**src/rtl/uart_rx.sv**
```systemverilog
// UART receiver: start bit, 8 data bits LSB first, parity, one or two stop bits.
// The received byte is held on a valid/ack handshake with parity, framing and overrun status.
//
// state  | meaning
// IDLE   | line idle, waiting for rx_s low
// START  | qualifying the start bit at its mid-point
// DATA   | sampling 8 data bits, one per bit period
// PARITY | sampling the parity bit
// STOP1  | sampling the first stop bit (delivers if single stop)
// STOP2  | sampling the second stop bit, then delivers
// BREAK  | stop bit was low; waiting for the line to return high
module uart_rx #(
    parameter int BAUD_DIVISOR = 868
) (
    input  logic       clk,
    input  logic       rst_n,
    input  logic       rx_in,
    input  logic       two_stop,
    input  logic       odd_parity,
    input  logic       rx_ack,
    output logic [7:0] rx_data,
    output logic       rx_valid,
    output logic       parity_err,
    output logic       frame_err,
    output logic       overrun_err,
    output logic       busy
);

    localparam int          HALF    = BAUD_DIVISOR / 2;
    localparam logic [13:0] HALF_M1 = 14'(HALF - 1);
    localparam logic [13:0] FULL_M1 = 14'(BAUD_DIVISOR - 1);

    localparam logic [2:0] S_IDLE   = 3'd0;
    localparam logic [2:0] S_START  = 3'd1;
    localparam logic [2:0] S_DATA   = 3'd2;
    localparam logic [2:0] S_PARITY = 3'd3;
    localparam logic [2:0] S_STOP1  = 3'd4;
    localparam logic [2:0] S_STOP2  = 3'd5;
    localparam logic [2:0] S_BREAK  = 3'd6;

    logic        rx_meta_q, rx_s_q;
    logic [2:0]  state_q, state_d;
    logic [13:0] baud_cnt_q, baud_cnt_d;
    logic [3:0]  bit_cnt_q, bit_cnt_d;
    logic [7:0]  shift_q, shift_d;
    logic        two_stop_l_q, two_stop_l_d;
    logic        odd_l_q, odd_l_d;
    logic        par_bad_q, par_bad_d;
    logic        stop_bad_q, stop_bad_d;
    logic [7:0]  rx_data_q, rx_data_d;
    logic        rx_valid_q, rx_valid_d;
    logic        parity_err_q, parity_err_d;
    logic        frame_err_q, frame_err_d;
    logic        overrun_q, overrun_d;
    logic        deliver;
    logic        deliver_ferr;
    logic        baud_tick;

    assign baud_tick = (baud_cnt_q == FULL_M1);

    always_comb begin
        state_d      = state_q;
        baud_cnt_d   = baud_cnt_q;
        bit_cnt_d    = bit_cnt_q;
        shift_d      = shift_q;
        two_stop_l_d = two_stop_l_q;
        odd_l_d      = odd_l_q;
        par_bad_d    = par_bad_q;
        stop_bad_d   = stop_bad_q;
        deliver      = 1'b0;
        deliver_ferr = 1'b0;
        case (state_q)
            S_IDLE: begin
                baud_cnt_d = '0;
                if (!rx_s_q) begin
                    two_stop_l_d = two_stop;
                    odd_l_d      = odd_parity;
                    state_d      = S_START;
                end
            end
            S_START: begin
                if (baud_cnt_q == HALF_M1) begin
                    baud_cnt_d = '0;
                    if (rx_s_q) begin
                        state_d = S_IDLE;
                    end else begin
                        bit_cnt_d = '0;
                        state_d   = S_DATA;
                    end
                end else begin
                    baud_cnt_d = baud_cnt_q + 14'd1;
                end
            end
            S_DATA: begin
                if (baud_tick) begin
                    baud_cnt_d = '0;
                    shift_d    = {rx_s_q, shift_q[7:1]};
                    bit_cnt_d  = bit_cnt_q + 4'd1;
                    if (bit_cnt_q == 4'd7) begin
                        state_d = S_PARITY;
                    end
                end else begin
                    baud_cnt_d = baud_cnt_q + 14'd1;
                end
            end
            S_PARITY: begin
                if (baud_tick) begin
                    baud_cnt_d = '0;
                    par_bad_d  = (^shift_q) ^ rx_s_q ^ odd_l_q;
                    stop_bad_d = 1'b0;
                    state_d    = S_STOP1;
                end else begin
                    baud_cnt_d = baud_cnt_q + 14'd1;
                end
            end
            S_STOP1: begin
                if (baud_tick) begin
                    baud_cnt_d = '0;
                    if (two_stop_l_q) begin
                        stop_bad_d = !rx_s_q;
                        state_d    = S_STOP2;
                    end else begin
                        deliver      = 1'b1;
                        deliver_ferr = !rx_s_q;
                        state_d      = rx_s_q ? S_IDLE : S_BREAK;
                    end
                end else begin
                    baud_cnt_d = baud_cnt_q + 14'd1;
                end
            end
            S_STOP2: begin
                if (baud_tick) begin
                    baud_cnt_d   = '0;
                    deliver      = 1'b1;
                    deliver_ferr = stop_bad_q | !rx_s_q;
                    state_d      = rx_s_q ? S_IDLE : S_BREAK;
                end else begin
                    baud_cnt_d = baud_cnt_q + 14'd1;
                end
            end
            S_BREAK: begin
                baud_cnt_d = '0;
                if (rx_s_q) begin
                    state_d = S_IDLE;
                end
            end
            default: begin
                baud_cnt_d = '0;
                state_d    = S_IDLE;
            end
        endcase
    end

    // An ack on the delivery edge frees the holding register, so the new frame is taken.
    always_comb begin
        rx_data_d    = rx_data_q;
        rx_valid_d   = rx_valid_q;
        parity_err_d = parity_err_q;
        frame_err_d  = frame_err_q;
        overrun_d    = 1'b0;
        if (rx_valid_q && rx_ack) begin
            rx_valid_d = 1'b0;
        end
        if (deliver) begin
            if (!rx_valid_q || rx_ack) begin
                rx_data_d    = shift_q;
                rx_valid_d   = 1'b1;
                parity_err_d = par_bad_q;
                frame_err_d  = deliver_ferr;
            end else begin
                overrun_d = 1'b1;
            end
        end
    end

    always_ff @(posedge clk or negedge rst_n) begin
        if (!rst_n) begin
            rx_meta_q    <= 1'b1;
            rx_s_q       <= 1'b1;
            state_q      <= S_IDLE;
            baud_cnt_q   <= '0;
            bit_cnt_q    <= '0;
            shift_q      <= '0;
            two_stop_l_q <= 1'b0;
            odd_l_q      <= 1'b0;
            par_bad_q    <= 1'b0;
            stop_bad_q   <= 1'b0;
            rx_data_q    <= '0;
            rx_valid_q   <= 1'b0;
            parity_err_q <= 1'b0;
            frame_err_q  <= 1'b0;
            overrun_q    <= 1'b0;
        end else begin
            rx_meta_q    <= rx_in;
            rx_s_q       <= rx_meta_q;
            state_q      <= state_d;
            baud_cnt_q   <= baud_cnt_d;
            bit_cnt_q    <= bit_cnt_d;
            shift_q      <= shift_d;
            two_stop_l_q <= two_stop_l_d;
            odd_l_q      <= odd_l_d;
            par_bad_q    <= par_bad_d;
            stop_bad_q   <= stop_bad_d;
            rx_data_q    <= rx_data_d;
            rx_valid_q   <= rx_valid_d;
            parity_err_q <= parity_err_d;
            frame_err_q  <= frame_err_d;
            overrun_q    <= overrun_d;
        end
    end

    assign rx_data     = rx_data_q;
    assign rx_valid    = rx_valid_q;
    assign parity_err  = parity_err_q;
    assign frame_err   = frame_err_q;
    assign overrun_err = overrun_q;
    assign busy        = (state_q != S_IDLE);

endmodule

```
**config.mk**
```make
export PLATFORM = sky130hd
export DESIGN_NAME = uart_rx
export DESIGN_NICKNAME = d
export VERILOG_FILES = /design/src/rtl/uart_rx.sv
export SDC_FILE = /design/constraint.sdc
export NUM_CORES = 1
export LEC_CHECK = 0
export ABC_CLOCK_PERIOD_IN_PS = 3000
export CAP_MARGIN = 10
export CORE_MARGIN = 1
export CORE_UTILIZATION = 40
export CTS_BUF_LIST = sky130_fd_sc_hd__clkbuf_4 sky130_fd_sc_hd__clkbuf_8 sky130_fd_sc_hd__clkbuf_16
export CTS_CLUSTER_DIAMETER = 150
export DETAILED_ROUTE_END_ITERATION = 6
export MAX_ROUTING_LAYER = met4
export PLACE_DENSITY = 0.7
export SLEW_MARGIN = 20
export SYNTH_ARGS = -nofsm -noshare
export SYNTH_HDL_FRONTEND = slang
export SYNTH_SLANG_ARGS = --single-unit
```
**constraint.sdc**
```tcl
create_clock -name clk -period 3 [get_ports clk]
set_clock_uncertainty 0.1 [all_clocks]
set_input_delay 0.3 -clock clk [delete_from_list [all_inputs] [get_ports clk]]
set_output_delay 0.3 -clock clk [all_outputs]
set_load 0.01 [all_outputs]
```
# Word level (Yosys, flattened, before mapping)
# Index checks and enable logic that the tools add are counted.
# op_classes
reduce_logical	17
bitwise_logic	4
n_eq_ne	19
muxes	36
addsub	2
# ops
operator	count
2-to-1 mux 3 bit	10
2-to-1 mux 14 bit	2
one-hot mux 14 bit (2 select lines)	1
one-hot mux 3 bit (7 select lines)	1
inequality test 2 bit (second input constant)	10
adder 14 x 1 -> 14 bit (second input constant)	1
== test 14 x 10 -> 1 bit (second input constant)	1
== test 14 x 9 -> 1 bit (second input constant)	1
2-to-1 mux 1 bit	14
2-to-1 mux 4 bit	3
== test 3 bit (second input constant)	3
one-hot mux 4 bit (2 select lines)	1
AND reduction 2 bit	4
AND reduction 4 bit	2
AND reduction 8 bit	1
XOR reduction 8 bit	1
== test 3 x 2 -> 1 bit (second input constant)	2
one-hot mux 1 bit (2 select lines)	3
adder 4 x 1 -> 4 bit (second input constant)	1
== test 4 x 3 -> 1 bit (second input constant)	1
nonzero test 2 bit	2
OR reduction 4 bit	1
== test 3 x 1 -> 1 bit (second input constant)	1
logical NOT 3 bit	1
other kinds (8)	10
# word_totals
register_bits	47
input_bits	6

# Longest topological paths before layout
# Gate-level depths: netlist (run 1).
# depth
depth_word	4
depth_mapped	7

# Worst setup path before layout (run 1)
# Ideal clock, no wire load.
# synth_path
path_kind	register to register
start	reg baud_cnt_q[10]
end	reg parity_err_q, in the netlist parity_err
period_less_slack_ps	2023
path_slack_ps	977
arrival_ps	1798
required_time_ps	2775
setup_time_ps	125
path_stages_with_launch	6
cell_sequence	dfrtp_1 > nor4_4 > nand4b_4 > nor4b_2 > buf_4 > mux2_2
# synth_via
elab_chain_len	4
word_cells_on_any_way	5
cone_classes	eq/ne (1); mux (3); reduce/logical (1)
# synth_lines
element	line	rtl
from (decl)	43	logic [13:0] baud_cnt_q, baud_cnt_d;
from (signal assigned)	197	baud_cnt_q <= baud_cnt_d;
== test 14 x 10 -> 1 bit *	59	assign baud_tick = (baud_cnt_q == FULL_M1);
2-to-1 mux 1 bit, on equally long branches	132, 117	
one-hot mux 1 bit (2 select lines) *	72	case (state_q)
AND reduction 2 bit (no source line) *	--	
to (signal assigned)	206	parity_err_q <= parity_err_d;
to (decl)	52	logic parity_err_q, parity_err_d;
# Every way passes the cells marked *; elsewhere a longest branch is shown, timed or not.
# A chain may end at the register's enable or synchronous reset.

# Worst setup path after layout (run 1)
# layout_path
start	reg baud_cnt_q[3]
end	reg bit_cnt_q[0]
# layout_via
elab_chain_len	3
word_cells_on_any_way	5
cone_classes	eq/ne (4); reduce/logical (1)
# layout_lines
element	line	rtl
== test 14 x 9 -> 1 bit / == test 14 x 10 -> 1 bit (equally long branches)	82, 59	
inequality test 2 bit (no source line)	--	
AND reduction 4 bit (no source line) *	--	
to (signal assigned)	198	bit_cnt_q <= bit_cnt_d;
to (decl)	44	logic [3:0] bit_cnt_q, bit_cnt_d;
# Marked as above.

==> results of run 1 <==
-- cells in the mapped netlist (2+ instances only) --
| master | n | share of area |
|---|---|---|
| dfrtp_1 | 45 | 0.50 |
| nor2_1 | 22 | 0.036 |
| mux2_2 | 21 | 0.10 |
| nand2_1 | 15 | 0.025 |
| xnor2_1 | 12 | 0.046 |
| o21ai_0 | 8 | 0.018 |
| xor2_1 | 8 | 0.031 |
| a21oi_1 | 6 | 0.013 |
| inv_1 | 4 | 0.0066 |
| nand2b_1 | 4 | 0.011 |
| and2_1 | 3 | 0.0083 |
| and3_1 | 3 | 0.0083 |
| clkbuf_1 | 3 | 0.0050 |
| ha_1 | 3 | 0.017 |
| nand3_1 | 3 | 0.0066 |
| nand4_1 | 3 | 0.0083 |
| or3_1 | 3 | 0.0083 |
| buf_2 | 2 | 0.0044 |
| dfstp_2 | 2 | 0.023 |
| mux2_1 | 2 | 0.0099 |
| nor2b_1 | 2 | 0.0055 |
| nor3_1 | 2 | 0.0044 |
| nor3b_1 | 2 | 0.0066 |
| or2_2 | 2 | 0.0055 |
-- layer usage --
layer | GRT usage | vias up | routed length (um) | share of wire
met3 | 0.0353 | 5 | 92 | 0.024
li1 | - | 733 | - | -
met4 | 0.0623 | 0 | 71 | 0.018
met1 | 0.189 | 729 | 1940 | 0.50
met2 | 0.227 | 17 | 1790 | 0.46
met5 | - | - | 0 | 0
-- final timing paths --
kind | to | from | slack, ps
setup / recovery | bit_cnt_q[0]$_DFFE_PN0P_ | baud_cnt_q[3]$_DFF_PN0_ | 820
hold / removal | rx_s_q$_DFF_PN1_ | rx_meta_q$_DFF_PN1_ | 260
hold reg to reg | rx_s_q$_DFF_PN1_ | rx_meta_q$_DFF_PN1_ | 260
max in group asynchronous | baud_cnt_q[2]$_DFF_PN0_ | rst_n | 1940
setup reg to reg | bit_cnt_q[0]$_DFFE_PN0P_ | baud_cnt_q[3]$_DFF_PN0_ | 820
min in group asynchronous | parity_err$_DFFE_PN0P_ | rst_n | 440
-- cells by family (layout without fill, tap and decap cells) --
logic type,after synthesis,after routing,synth area share
adder cells (fa/ha/maj),3,3,0.0165
flip-flops,47,47,0.519
XOR/XNOR,20,20,0.0771
buffers and inverters,10,34,0.0193
AO/OA/AOI/OAI,22,22,0.0688
AND/OR/NAND/NOR,73,73,0.186
multiplexers,23,23,0.114
-- state kept, by name (all words and copies together), names as in the netlist, 3 cells and up --
name,flops
rx_data,8
shift_q,8
bit_cnt_q,4
baud_cnt_q,14
state_q,3
-- stage by stage --
step	utilization	setup slack, ps
CTS	0.478	833
global placement	0.460	888
global route	0.480	619
detailed placement	0.460	856
floorplan	-	977
finish	0.480	821
-- worst max-delay path: stages, from the launching register on --
cell,delay (ps)
dfrtp_1,450
nor3b_2,350
nand2_1,160
o41ai_1,440
o21ai_0,260
mux2_2,310
-- final cells by class --
type	count	area [um2]
clock buffers	6	82.6
clock inverters	2	16.3
fillers	503	2860
inverters	4	15.0
multi-input cells	141	1050
flip-flops and latches	47	1180
well taps	72	90.1
repair buffers	22	210
-- what timing repair did --
item / 4_1_cts / 5_1_grt
hold endpoints to repair: 0 / 45
setup endpoints to repair: 0 / 0
hold buffers: 0 / 1
-- power breakdown --
| group | total [uW] | leakage, uW | switching, uW | internal (uW) |
|---|---|---|---|---|
| Combinational | 29.9 | 0.000489 | 18.0 | 11.8 |
| Sequential | 639 | 0.000630 | 2.23 | 637 |
| Clock | 408 | 0.0000474 | 220 | 188 |
| Total | 1080 | 0.00117 | 240 | 837 |
==> reports/qor.txt, run 1 <==
Fin. Hold Viols - 0
CP startpoint kind - register
Min-Delay Path Class - register to register
Hold WS - 260 ps
Critical path peak fanout - 5
Clk slew on worst S/H paths - 90 ps
Leak - 0.00117 uW
H-Tree Depth - 2
Total grt overflow - 0
Fin crit share - 0.726
Net count, final - 230
TritonCTS clock tree - yes
Die width - 77.4 um
Peak supply drop - 0.000185 V
Placed Cells incl. Taps - 285
Sink Count - 47
Initial antenna violation count - 0
Setup TNS Final - 0 ps
Number of buffers created by CTS - 5
Top FF cell, synth - dfrtp_1
Via count - 1484
Slew HR - 0.604
Synth unique cells - 42
P&R area growth vs syn - 16.3%
Ys async rst share - 1.00
Sequential area share after synthesis - 0.519
Pwr dens - 408 mW/mm2
Total power - 1080 uW
Post-Route WL - 3.90 mm
Final Instance Area - 0.00264 mm2
Setup Fix Bufs, Post-CTS - 0
R2R cell count - 5
Die area - 0.00599 mm2
GP Congestion - 0.834
Status - finished clean
Root Driver - clkbuf_8
WS Path Type - register to register
Max-cap viol count - 0
IO Pins - 19
Post-synth EDFFs - 0
Mapped cell area - 0.00227 mm2
Arrival @ worst endpoint - 2270 ps
Setup violations, final - 0
Number of global-route vias before repair - 1445
Critical path required time - 3090 ps
Clock buffer depth - 2
Placement Cell Area - 0.00253 mm2
Commonest cells after routing, fill and taps aside - dfrtp_1 (45), nor2_1 (22), mux2_2 (21)
Mean Syn Cell Area - 11.5 um2
F_max - 459 MHz
Post-DP HPWL - 2.70 mm
Initial detailed-routing violation count - 92
YS warnings - 0
DRT Pass-1 Iters - 4
Crit path time final - 2180 ps
# diodes - 0
# DRC - 0
FF+latch count, synth - 47
Largest net degree at the start of global routing - 48
Port Buf Inserts - 18
Post-Layout Cell Count - 294
Die Y - 77.4 um
RSZ-0062 raised after global routing - no
Antenna Nets Post-Route - 0
Drt wl/cell - 13.3 um
Share of cells above drive strength 1 - 0.198
Commonest non-fill, non-tap cell in the layout - dfrtp_1
Global-route wire length before repair - 6.76 mm
Crit path capture type - register
Synth Instances - 198
Number of gates resized after cts - 0
Net count after synthesis - 207
Via density - 5.05
Clock Latency Late Sink - 300 ps
Initial Util - 0.413
Area of the core - 0.00551 mm2
Slew Viols, Final - 0
Gr usage total - 0.149
Worst slew pin tran - 595 ps
Hold Path Depth - 0
Rows - 27
Power figures use the tool's default switching activity.
==> inputs of run 2 (changes only) <==
ABC_CLOCK_PERIOD_IN_PS = 1900   (was 3000)
PLACE_DENSITY = 0.72   (was 0.7)
clock period = 1.9 ns   (was 3 ns; I/O delays follow)
==> run 2 against run 1 <==
Net effect: the run now ends with setup timing left; setup slack worse by 960 ps; sequential share of layout area down 6.7 points; count of clock-buffer cells in the layout down 1; sequential cell count unchanged; die area unchanged; combinational power up 62%; fmax up 6.9%; largest cell class is now multi-input combinational cells.
==> reports/qor.txt, run 2 (synthesis gave the netlist of run 1 again) <==
Critical-path cell list - nor4_4, buf_4, nand4b_4, a221oi_4, buf_6, mux2_4
Crit path capture type - register
Fin. Hold Viols - 0
CP Depth - 6
WS Path Type - register to register
Worst path max stage delay - 420 ps
# diodes - 0
H-Tree Depth - 2
Buf/Inv on CP - 2
Rows - 27
Post-Route WL - 4.77 mm
Slowest cell on the critical path - dfrtp_1
Hold WS - 175 ps
Commonest non-fill, non-tap cell in the layout - dfrtp_1
Crit path time final - 2040 ps
Worst slew pin tran - 601 ps
Initial Util - 0.413
Critical path peak fanout - 4
Antenna Nets Post-Route - 0
Die Y - 77.4 um
GP Congestion - 0.801
Initial detailed-routing violation count - 123
IO Pins - 19
Worst setup margin - -139 ps
CP startpoint kind - register
Total grt overflow - 0
Slew Viols, Final - 0
Clock Latency Late Sink - 320 ps
Max FFs per register - 14
Failing checks - setup timing
Max-cap viol count - 0
Number of global-route vias before repair - 1585
Post-DP HPWL - 3.12 mm
Clk slew on worst S/H paths - 90 ps
Die area - 0.00599 mm2
Largest net degree at the start of global routing - 48
Critical path required time - 2000 ps
Peak supply drop - 0.000469 V
Fin util - 0.565
Share of cells above drive strength 1 - 0.357
Area of the core - 0.00551 mm2
R2R cell count - 6
Root Driver - clkbuf_8
Drt wl/cell - 14.9 um
Die width - 77.4 um
Via count - 1629
Sink Count - 47
Number of buffers created by CTS - 5
Status - finished, violations left
Pwr dens - 589 mW/mm2
Clock buffer depth - 2
P&R area growth vs syn - 36.8%
Hold Path Depth - 1
Net count, final - 257
# fillers - 446
Setup violations, final - 36
Largest Register - baud_cnt_q
Port Buf Inserts - 18
CP delay by family, top - simple AND/OR/NAND/NOR gates
TritonCTS clock tree - yes
Leak - 0.00138 uW
RSZ-0062 raised after global routing - yes
Global-route wire length before repair - 8.03 mm
Min-Delay Path Class - input port to register
Initial antenna violation count - 0
Arrival @ worst endpoint - 2140 ps
Commonest cells after routing, fill and taps aside - dfrtp_1 (45), buf_4 (23), mux2_4 (20)
F_max - 490 MHz
Fin crit share - 1.07
# DRC - 0
DRT Pass-1 Iters - 7
Via density - 5.07
Gr usage total - 0.179
Slew HR - 0.599
==> run 2: per-stage QoR <==
stage	setup TNS, ps	std cells	instance area, um2	total power, uW	worst slack, ps
3_5_place_dp	-1690	309	2770	1080	-150
4_1_cts	-1890	321	3010	1850	-147
6_report	-2190	321	3110	1830	-139
5_1_grt	-6060	321	3110	1890	-231
3_3_place_gp	-1030	309	2770	1080	-93.3
2_1_floorplan	-350	198	2310	1040	-65.1
==> run 2: metal layers <==
layer | vias up | share of wire | GRT usage
met5 | - | 0 | -
met4 | 0 | 0.017 | 0.0679
met3 | 7 | 0.027 | 0.0259
met2 | 32 | 0.47 | 0.260
met1 | 801 | 0.48 | 0.253
li1 | 789 | - | -
==> run 2: path summary, 6_finish.rpt <==
| kind | startpoint | to | slack [ps] |
|---|---|---|---|
| min in group asynchronous | rst_n | rx_data[1]$_DFFE_PN0P_ | 390 |
| max reg2reg | baud_cnt_q[12]$_DFF_PN0_ | state_q[0]$_DFFE_PN0P_ | -140 |
| min reg2reg | rx_meta_q$_DFF_PN1_ | rx_s_q$_DFF_PN1_ | 260 |
| max | baud_cnt_q[12]$_DFF_PN0_ | state_q[0]$_DFFE_PN0P_ | -140 |
| min | rx_in | rx_meta_q$_DFF_PN1_ | 170 |
| max in group asynchronous | rst_n | baud_cnt_q[6]$_DFF_PN0_ | 900 |
==> run 2: power by group <==
part	total, uW	internal (uW)	switching (uW)
logic	48.3	19.4	28.9
clock network	774	399	375
registers	1010	1010	3.58
==> run 2: worst register-to-register path, delay by kind of cell (launching register included) <==
family / cells / cell delay, ps
DFF: 1 / 420
muxes: 1 / 300
and+or+nand+nor: 2 / 440
AOI/OAI and AO/OA: 1 / 350
buffers and inverters: 2 / 330
==> run 2: layout make-up <==
cell class                      count  area (um2)  area share
Sequential cell                    47        1180       0.379
Tap cell                           72        90.1      0.0290
Clock buffer                        5        68.8      0.0221
Clock inverter                      3        47.5      0.0153
Multi-Input combinational cell    141        1230       0.397
Inverter                            4        15.0     0.00483
Timing Repair Buffer               49         474       0.153
==> run 2: timing repair <==
action | 4_1_cts | 5_1_grt
hold buffers | 1 | 0
buffers inserted | 2 | 1
endpoints found under the hold margin | 45 | 0
pin swaps | 0 | 11
cloned | 1 | 0
gates resized for setup | 19 | 29
setup endpoints to repair | 37 | 42
